<file path="config.mk">
export PLATFORM = sky130hd
export DESIGN_NAME = i2s_adc_rx
export DESIGN_NICKNAME = d
export VERILOG_FILES = /design/src/rtl/i2s_adc_rx.sv
export SDC_FILE = /design/constraint.sdc
export NUM_CORES = 1
export LEC_CHECK = 0
export ABC_AREA = 0
export CORE_UTILIZATION = 45
export DETAILED_ROUTE_END_ITERATION = 7
export HOLD_SLACK_MARGIN = 0.02
export PLACE_DENSITY = 0.74
export SETUP_SLACK_MARGIN = 0.15
export SLEW_MARGIN = 20
export SYNTH_ARGS = -nofsm -noshare
export SYNTH_HDL_FRONTEND = slang
export SYNTH_SLANG_ARGS = --single-unit
</file>
<file path="constraint.sdc">
create_clock -name clk -period 9.1 [get_ports clk]
set_input_delay 1.82 -clock clk [delete_from_list [all_inputs] [get_ports clk]]
set_output_delay 1.82 -clock clk [all_outputs]
set_load 0.02 [all_outputs]
</file>
<file path="src/rtl/i2s_adc_rx.sv">
// i2s_adc_rx: I2S master receiver for the codec ADC; generates mclk/sclk/lrck from clk
// and hands left/right sample pairs downstream through a valid/ack handshake.
module i2s_adc_rx #(
    parameter int DATA_W = 24
) (
    input  logic              clk,
    input  logic              reset,
    input  logic              en,
    input  logic              sdin,
    output logic              mclk,
    output logic              sclk,
    output logic              lrck,
    output logic [DATA_W-1:0] left_data,
    output logic [DATA_W-1:0] right_data,
    output logic              sample_valid,
    input  logic              sample_ack,
    output logic              overrun
);
    localparam logic [4:0] LAST = 5'(DATA_W);

    logic [8:0]        cnt;
    logic              sdin_m, sdin_s;
    logic [DATA_W-1:0] sh, left_hold, word;
    logic [4:0]        bidx;
    logic              sample, data_bit, last_bit, cap_l, cap_r;

    assign mclk     = cnt[0];
    assign sclk     = cnt[2];
    assign lrck     = cnt[8];
    assign bidx     = cnt[7:3];
    // two clk after the sclk rising edge, so sdin_s has settled through the synchronizer
    assign sample   = en && cnt[2:0] == 3'b101;
    assign data_bit = sample && bidx != 5'd0 && bidx <= LAST;
    assign last_bit = sample && bidx == LAST;
    assign cap_l    = last_bit && !cnt[8];
    assign cap_r    = last_bit && cnt[8];
    assign word     = DATA_W'({sh, sdin_s});

    always_ff @(posedge clk or posedge reset) begin
        if (reset) begin
            cnt          <= '0;
            sdin_m       <= 1'b0;
            sdin_s       <= 1'b0;
            sh           <= '0;
            left_hold    <= '0;
            left_data    <= '0;
            right_data   <= '0;
            sample_valid <= 1'b0;
            overrun      <= 1'b0;
        end else begin
            sdin_m <= sdin;
            sdin_s <= sdin_m;
            cnt    <= en ? cnt + 9'd1 : 9'd0;
            if (!en)
                sh <= '0;
            else if (data_bit)
                sh <= word;
            if (cap_l)
                left_hold <= word;
            if (cap_r) begin
                right_data   <= word;
                left_data    <= left_hold;
                sample_valid <= 1'b1;
                if (sample_valid && !sample_ack)
                    overrun <= 1'b1;
            end else if (sample_ack) begin
                sample_valid <= 1'b0;
            end
        end
    end
endmodule

</file>
==> results.toml, run 1 <==
[power]
vdd.ir_drop.worst_uv = 70.5
seqPwrFrac_pct = 61.3
p_leak_nw = 2.66
power.density_nw_per_um2 = 153
share_clk_of_total_power_pct = 36.4
p_sw_uw = 173
intPower_uw = 614
comb_power_share_pct = 2.3
sw_frac_of_total_pct = 22.0

[routing]
route.detailed.drc = 0
total_detailed_routing_wirelength_um = 6590
dr_wl_met2_um = 2990
post_drt_wl_per_cell_um = 14.0
met1_length_um = 3240
dr.max_layer_used = "met4"
firstDrtPassIters = 4
drt.antenna.violating_nets = 0
met3_wire_len_um = 302
avgViaCountPerCell = 4.83
drt-initial-drc-count = 99
via_count = 2280

[clocking]
clkSlewWorstSetupHoldPaths_ns = 0.09
cts_made_buffers = 9
setup_repair_bufs_after_cts = 0
cts_root_buf = "clkbuf_8"
ctsLongestPathBuffers = 2
cts.repair.resized = 0
hold_buffer_count_at_cts = 0
cts-htree-levels = 3
total_clock_sinks = 108
clock_tree_from_tritoncts = "done"
clk-insertion-delay-late_ns = 0.36

[timing]
finalCriticalPeriod_ns = 3.77
post_route_fraction_of_the_period_consumed_by_the_critical_path_pct = 41.4
tns_ns = 0
clock.fmax_ghz = 0.266
final-setup-viol-count = 0
timing.slew.headroom_pct = 28.3
rsz0062_at_grt = "false"
clock_skew_ns = 0.0141
timing_hold_violations_final = 0
final_max_slew_viol_count = 0
max_slew.worst_pin.slew_ns = 1.07

[die]
die_x_um = 100
rows = 35
start_util_pct = 46.6
coreArea_um2 = 9280
vert_die_dim_um = 100
fp.dieArea_um2 = 10000
floorplan.io_pins = 58

[place]
dp_hpwl_um = 4250
place.port_buffers = 57
detailed_place.area_um2 = 4960
gp_congestion = 0.696

[synth]
ys_seq_elements = 108
syn_inst = 284
synthesis.nets = 291
synth.avg_cell_area_um2 = 15.2
synth_sequential_area_ratio_pct = 62.4
syn_area_um2 = 4330
count_of_different_cell_masters_after_synthesis = 28
ys.warnings.count = 0

[worst_hold_path]
min_path_type = "reg2reg"
holdPathEnd = "sdin_s$_DFF_PP0_"
hold_path_startpoint = "sdin_m$_DFF_PP0_"
whs_path_depth = 0

[outcome]
run_status = "finished, final reports clean"

[worst_setup_path]
worstReg2RegStart = "cnt[3]$_DFF_PP0_"
critical_path.reg2reg.endpoint = "left_hold[23]$_DFFE_PP0P_"
data_required_critical_path_ns = 9.34
worst-r2r-cell-count = 4
peak_fanout_along_the_critical_path = 34
criticalPathCategory = "in2reg"
cp-start-kind = "input pin"
worstSetupEndpointType = "flop"
timing.reg2reg.setup_slack_ns = 6.83
timing.critical_path.arrival_ns = 4.01

[layout]
most-common-layout-cells = "dfrtp_1 (108), clkdlybuf4s50_1 (57), mux2_2 (48)"
area_delta_synth_final_pct = 19.0
postLayoutCellArea_um2 = 5150
commonest_non_fill_non_tap_cell_in_the_layout = "dfrtp_1"
ff_latch_area_um2 = 2700
area_of_the_multi_input_gates_um2 = 1500
antennaDiodeCount = 0
fin_nets = 346
layout.filler_cells = 787
post_route_cells_drive_above_1_share_pct = 26.5

[job]
drv.max_cap_violation_count = 0

[global_routing]
initial_antenna_violation_count = 0
grt_start_max_net_pins = 83
grt_usage_pct = 14.5
grt_first_pass_wirelength_um = 11400
global_route.overflow_total = 0
first_global_vias = 2306
==> area by class of cell <==
type | instances | area share [%]
Sequential cell | 108 | 52.4
Multi-Input combinational cell | 159 | 29.0
Inverter | 2 | 0.194
Timing Repair Buffer | 59 | 11.4
Clock buffer | 9 | 2.40
Clock inverter | 6 | 1.43
Tap cell | 129 | 3.13
==> through the flow <==
stage	setup slack (ns)	hold slack (ns)	std cells	power [mW]	utilization, %
global route	5.18	0.366	472	0.820	55.5
CTS	5.30	0.356	472	0.797	55.5
detailed placement	4.90	0.336	457	0.512	53.4
global placement	4.75	0.333	457	0.511	53.3
finish	5.33	0.353	472	0.788	55.5
floorplan	4.43	0.331	284	0.504	-
==> cells by family after synthesis <==
family | Yosys count | share of synthesized area, %
simple gates | 51 | 5.64
compound gates | 6 | 1.13
mux | 95 | 25.8
flops | 108 | 62.4
fa+ha+maj | 2 | 0.578
xor+xnor | 5 | 1.01
buf+inv | 17 | 3.44
==> metal layers <==
| layer | up-vias | track usage [%] |
|---|---|---|
| met1 | 1143 | 21.3 |
| met3 | 6 | 4.32 |
| met4 | 0 | 3.68 |
| li1 | 1086 | - |
| met2 | 45 | 21.2 |
| met5 | - | 0 |
==> registers in the layout, indices dropped and copies added, names as in the netlist <==
| signal | count |
|---|---|
| cnt | 9 |
| left_data | 24 |
| left_hold | 24 |
| overrun | 1 |
| right_data | 24 |
| sample_valid | 1 |
| sdin_m | 1 |
| sdin_s | 1 |
| sh | 23 |
==> critical path, cell delays in order <==
cell             delay [ns]
clkdlybuf4s50_1        0.46
buf_4                  0.31
nand3_1                0.14
nor3_2                 0.25
nand2b_2               0.53
mux2_4                 0.48
==> power groups by stage <==
stage | logic, mW | clock network, mW | registers, mW
after floorplan | 0.0119 | 0 | 0.492
after global placement | 0.0190 | 0 | 0.492
after detailed placement | 0.0193 | 0 | 0.492
after CTS | 0.0193 | 0.295 | 0.483
after global routing | 0.0213 | 0.315 | 0.483
final | 0.0184 | 0.286 | 0.483
==> synthesized netlist by cell type <==
cell type	count	area, µm²
a41oi_2	1	16.3
mux2i_1	23	230
nand2b_1	2	12.5
ha_1	2	25.0
nand2_1	29	109
nor2b_1	2	12.5
or3_1	2	12.5
or3_4	1	11.3
clkbuf_1	5	18.8
buf_4	2	15.0
mux2_1	4	45.0
xor2_1	3	26.3
dfrtp_1	108	2700
o21bai_1	1	7.51
nand3_1	4	20.0
buf_12	2	40.0
mux2_2	48	541
nand2_2	1	6.26
buf_6	6	67.6
and2_1	5	31.3
mux2_4	20	300
o21ai_0	2	10.0
nor2_1	1	3.75
nor3_2	1	10.0
xnor2_1	2	17.5
inv_1	2	7.51
nor3_1	3	15.0
a21boi_0	2	15.0
==> how the worst max path moves through the flow <==
stage / from / endpoint / slack, ns
after floorplan: reset / cnt[0]$_DFF_PP0_ / 4.43
after CTS: en / left_hold[14]$_DFFE_PP0P_ / 5.30
after global routing: en / left_hold[23]$_DFFE_PP0P_ / 5.18
after detailed placement: en / left_hold[22]$_DFFE_PP0P_ / 4.90
after global placement: en / left_data[9]$_DFFE_PP0P_ / 4.75
final: en / left_hold[23]$_DFFE_PP0P_ / 5.33
No activity file was read; power rests on OpenSTA's default activity.
==> inputs of run 2 (changes only) <==
clock period = 3.9 ns   (was 9.1 ns; I/O delays follow)
==> results.toml, run 2 (same netlist as run 1, synthesis figures left out) <==
[power]
p_leak_nw = 2.66
p_sw_uw = 414
vdd.ir_drop.worst_uv = 203
sw_frac_of_total_pct = 22.4
intPower_mw = 1.43
power.density_nw_per_um2 = 358
seqPwrFrac_pct = 61.0
share_clk_of_total_power_pct = 36.7
comb_power_share_pct = 2.4

[global_routing]
first_global_vias = 2356
busiest_layer_in_global_routing = "met2"
global_route_met1_utilization_pct = 20.4
grt_start_max_net_pins = 79
grt_usage_pct = 15.0
global_route.usage.met2_pct = 23.1
initial_antenna_violation_count = 0
global_route.overflow_total = 0
grt_first_pass_wirelength_um = 11700
gr-usage-met3_pct = 5.36

[outcome]
run_status = "finished, final reports clean"

[worst_setup_path]
worstSetupEndpointType = "flop"
timing.critical_path.arrival_ns = 2.64
criticalPathCategory = "in2reg"
peak_fanout_along_the_critical_path = 28
data_required_critical_path_ns = 4.15
cp-start-kind = "input pin"

[timing]
final_max_slew_viol_count = 0
finalCriticalPeriod_ns = 2.39
clock_skew_ns = 0.0143
post_route_fraction_of_the_period_consumed_by_the_critical_path_pct = 61.4
tns_ns = 0
max_slew.worst_pin.slew_ns = 1.08
timing_hold_violations_final = 0
final-setup-viol-count = 0
setup_slack_ns = 1.51
timing.slew.headroom_pct = 27.6
rsz0062_at_grt = "false"
clock.fmax_ghz = 0.418

[routing]
total_detailed_routing_wirelength_um = 6710
post_drt_wl_per_cell_um = 14.2
via_count = 2337
route.detailed.drc = 0
drt-initial-drc-count = 70
avgViaCountPerCell = 4.93
firstDrtPassIters = 4
drt.antenna.violating_nets = 0

[clocking]
cts_root_buf = "clkbuf_8"
cts.repair.resized = 0
clock_tree_from_tritoncts = "done"
total_clock_sinks = 108
setup_repair_bufs_after_cts = 0
ctsLongestPathBuffers = 2
cts_made_buffers = 9
clkSlewWorstSetupHoldPaths_ns = 0.10
hold_buffer_count_at_cts = 0
cts-htree-levels = 3
clk-insertion-delay-late_ns = 0.36

[worst_hold_path]
min_path_type = "reg2reg"

[die]
rows = 35
start_util_pct = 46.6
fp.dieArea_um2 = 10000
floorplan.io_pins = 58
coreArea_um2 = 9280
die_x_um = 100
vert_die_dim_um = 100

[layout]
number_of_non_filler_instances_in_the_completed_layout = 474
most-common-layout-cells = "dfrtp_1 (108), clkdlybuf4s50_1 (57), mux2_2 (48)"
biggestRegsByFlops = "left_data (24), left_hold (24), right_data (24)"
commonest_non_fill_non_tap_cell_in_the_layout = "dfrtp_1"
post_route_cells_drive_above_1_share_pct = 27.0
area_delta_synth_final_pct = 19.2
fin_nets = 348
antennaDiodeCount = 0

[place]
dp_cells = 459
place.port_buffers = 57
gp_congestion = 0.694
dp_hpwl_um = 4360
place_ws_ns = 1.07

[job]
drv.max_cap_violation_count = 0
==> run 2: cell types whose count changed in the layout (fill, tap and decap cells not counted) <==
cell        delta
buf_4          +2
inv_8          -1
clkinvlp_4     -1
inv_6          +2
nand2_2        +1
nand2_4        -1
==> run 2: path summary, 6_finish.rpt <==
kind,slack [ns],depth (start not counted),endpoint,start
worst max-delay path,1.51,6,right_data[10]$_DFFE_PP0P_,en
worst min-delay path,0.36,0,sdin_s$_DFF_PP0_,sdin_m$_DFF_PP0_
worst max register to register,1.61,5,right_data[10]$_DFFE_PP0P_,cnt[3]$_DFF_PP0_
worst min register to register,0.36,0,sdin_s$_DFF_PP0_,sdin_m$_DFF_PP0_
max in group asynchronous,2.12,3,left_hold[23]$_DFFE_PP0P_,reset
min in group asynchronous,0.98,2,right_data[13]$_DFFE_PP0P_,reset
==> run 2: through the flow <==
| step | hold slack (ns) | utilization, % | area, µm² | power [mW] |
|---|---|---|---|---|
| after global placement | 0.332 | 53.5 | 4970 | 1.19 |
| after floorplan | 0.331 | - | 4330 | 1.18 |
| after detailed placement | 0.340 | 53.5 | 4970 | 1.20 |
| after CTS | 0.363 | 55.6 | 5160 | 1.87 |
| after global routing | 0.380 | 55.6 | 5160 | 1.93 |
| final | 0.359 | 55.6 | 5160 | 1.85 |
==> run 2: worst max-delay path, stage by stage <==
cell and delay (ns):
clkdlybuf4s50_1 0.49, nand3_1 0.10, nor3_2 0.19, nand2_2 0.36, buf_4 0.39, mux2_2 0.31
==> run 2: layout make-up <==
cell class / count / area (µm²)
inverters: 2 / 10.0
well taps: 129 / 161
clock buffers: 9 / 124
repair buffers: 61 / 601
clock inverters: 6 / 72.6
flip-flops and latches: 108 / 2700
fillers: 781 / 4120
multi-input cells: 159 / 1490
==> run 2: power by group through the flow <==
stage / logic (mW) / registers, mW / clock network [mW]
final: 0.0441 / 1.13 / 0.678
after global placement: 0.0454 / 1.15 / 0
after CTS: 0.0462 / 1.13 / 0.697
after detailed placement: 0.0463 / 1.15 / 0
after global routing: 0.0512 / 1.13 / 0.753
after floorplan: 0.0277 / 1.15 / 0
==> run 2: layer usage <==
| metal | share of wire, % | wire length, µm |
|---|---|---|
| met1 | 48 | 3230 |
| met2 | 46 | 3100 |
| met3 | 4.5 | 303 |
| met4 | 1.2 | 78 |
| met5 | 0 | 0 |
==> inputs of run 3 (changes only) <==
clock period = 2.45 ns   (was 3.9 ns; I/O delays follow)
==> results.toml, run 3 (same netlist as run 1, synthesis figures left out) <==
[place]
place.port_buffers = 57
dp_cells = 460
gp_congestion = 0.762
detailed_place.area_um2 = 5000
dp_hpwl_um = 4400

[layout]
post_route_cells_drive_above_1_share_pct = 27.4
fin_nets = 349
layout.filler_cells = 778
commonest_non_fill_non_tap_cell_in_the_layout = "dfrtp_1"
most-common-layout-cells = "dfrtp_1 (108), clkdlybuf4s50_1 (57), mux2_2 (48)"
number_of_non_filler_instances_in_the_completed_layout = 476
postLayoutCellArea_um2 = 5230
antennaDiodeCount = 0
finalCoreUtilization_pct = 56.3
area_delta_synth_final_pct = 20.8
biggestRegsByFlops = "left_data (24), left_hold (24), right_data (24)"

[timing]
rsz0062_at_grt = "false"
tns_ns = 0
timing_hold_violations_final = 0
finalCriticalPeriod_ns = 2.17
post_route_fraction_of_the_period_consumed_by_the_critical_path_pct = 88.5
final_max_slew_viol_count = 0
clock.fmax_ghz = 0.461
max_slew.worst_pin.slew_ns = 1.07
timing.slew.headroom_pct = 28.6
final-setup-viol-count = 0
clock_skew_ns = 0.0121

[clocking]
cts.repair.resized = 0
clock_tree_from_tritoncts = "done"
hold_buffer_count_at_cts = 0
cts_root_buf = "clkbuf_8"
cts-htree-levels = 3
total_clock_sinks = 108
clkSlewWorstSetupHoldPaths_ns = 0.11
cts_made_buffers = 9
setup_repair_bufs_after_cts = 0
ctsLongestPathBuffers = 2
clk-insertion-delay-late_ns = 0.36

[worst_setup_path]
crit_path_max_incr_delay_ns = 0.90
critical_path.reg2reg.endpoint = "sh[1]$_DFFE_PP0P_"
timing.reg2reg.setup_slack_ns = 0.28
worstSetupEndpointType = "flop"
worstReg2RegStart = "cnt[3]$_DFF_PP0_"
worst-r2r-cell-count = 3
cp-start-kind = "flop"
path_cells = "or3_4 > a41oi_4 > mux2i_1"
criticalPathCategory = "reg2reg"
data_required_critical_path_ns = 2.72
worst_path_max_delay_cell = "a41oi_4"
worstSetupStartpoint = "cnt[3]$_DFF_PP0_"
timing.critical_path.arrival_ns = 2.44
critical_path_cell_count = 3
cp-endpoint = "sh[1]$_DFFE_PP0P_"
peak_fanout_along_the_critical_path = 23
critPathBufInv = 0
path_delay_family = "compound AO/OA/AOI/OAI gates"

[global_routing]
grt_start_max_net_pins = 109
grt_usage_pct = 15.3
grt_first_pass_wirelength_um = 11800
first_global_vias = 2376
global_route.overflow_total = 0
initial_antenna_violation_count = 0

[die]
floorplan.io_pins = 58
start_util_pct = 46.6
fp.dieArea_um2 = 10000
vert_die_dim_um = 100
coreArea_um2 = 9280
rows = 35
die_x_um = 100

[routing]
avgViaCountPerCell = 4.86
post_drt_wl_per_cell_um = 14.5
total_detailed_routing_wirelength_um = 6900
drt.antenna.violating_nets = 0
drt-initial-drc-count = 75
route.detailed.drc = 0
firstDrtPassIters = 6
via_count = 2312

[job]
drv.max_cap_violation_count = 0

[worst_hold_path]
hold_path_startpoint = "sdin_m$_DFF_PP0_"
min_path_type = "reg2reg"

[power]
vdd.ir_drop.worst_uv = 344
p_leak_nw = 2.68
power.density_nw_per_um2 = 590

[outcome]
run_status = "finished, final reports clean"
## run 3: cell count changes in the layout (fill, tap and decap cells not counted), sizes merged
cell	previous run	this run
buf	4	5
bufinv	1	2
clkinv	2	1
clkinvlp	1	2
## run 3: cell type report
type | instances | area (µm²) | area share (%)
timing repair buffer | 62 | 633 | 12.1
inverter | 2 | 11.3 | 0.215
multi-input combinational | 159 | 1490 | 28.5
tap | 129 | 161 | 3.09
clock inverter | 7 | 108 | 2.06
clock buffer | 9 | 124 | 2.37
sequential | 108 | 2700 | 51.7
## run 3: routing by layer
layer	GRT usage, %	share of wire (%)	up-vias
met5	0	0	-
met1	21.4	50	1156
met3	3.62	3.7	13
met2	23.0	45	47
li1	-	-	1096
met4	6.80	2.1	0
## run 3: report_power, final
| part | total, mW | switching [mW] | internal [mW] | leakage (nW) |
|---|---|---|---|---|
| combinational | 0.0708 | 0.0508 | 0.0200 | 1.07 |
| clock | 1.22 | 0.625 | 0.596 | 0.114 |
| sequential | 1.79 | 0.00624 | 1.79 | 1.50 |
| total | 3.08 | 0.682 | 2.40 | 2.68 |
## run 3: worst min-delay path by stage
stage	cells past startpoint	slack [ns]	to
floorplan	0	0.33	sdin_s$_DFF_PP0_
global placement	0	0.33	sdin_s$_DFF_PP0_
detailed placement	0	0.34	sdin_s$_DFF_PP0_
CTS	0	0.36	sdin_s$_DFF_PP0_
global route	0	0.36	sdin_s$_DFF_PP0_
finish	0	0.36	sdin_s$_DFF_PP0_
## run 3: through the flow
| step | power [mW] | setup WS, ns | hold WS [ns] |
|---|---|---|---|
| 2_1_floorplan | 1.87 | 0.658 | 0.331 |
| 3_3_place_gp | 1.90 | 0.311 | 0.335 |
| 3_5_place_dp | 1.90 | 0.296 | 0.336 |
| 4_1_cts | 3.12 | 0.299 | 0.357 |
| 5_1_grt | 3.21 | 0.184 | 0.364 |
| 6_report | 3.08 | 0.281 | 0.355 |
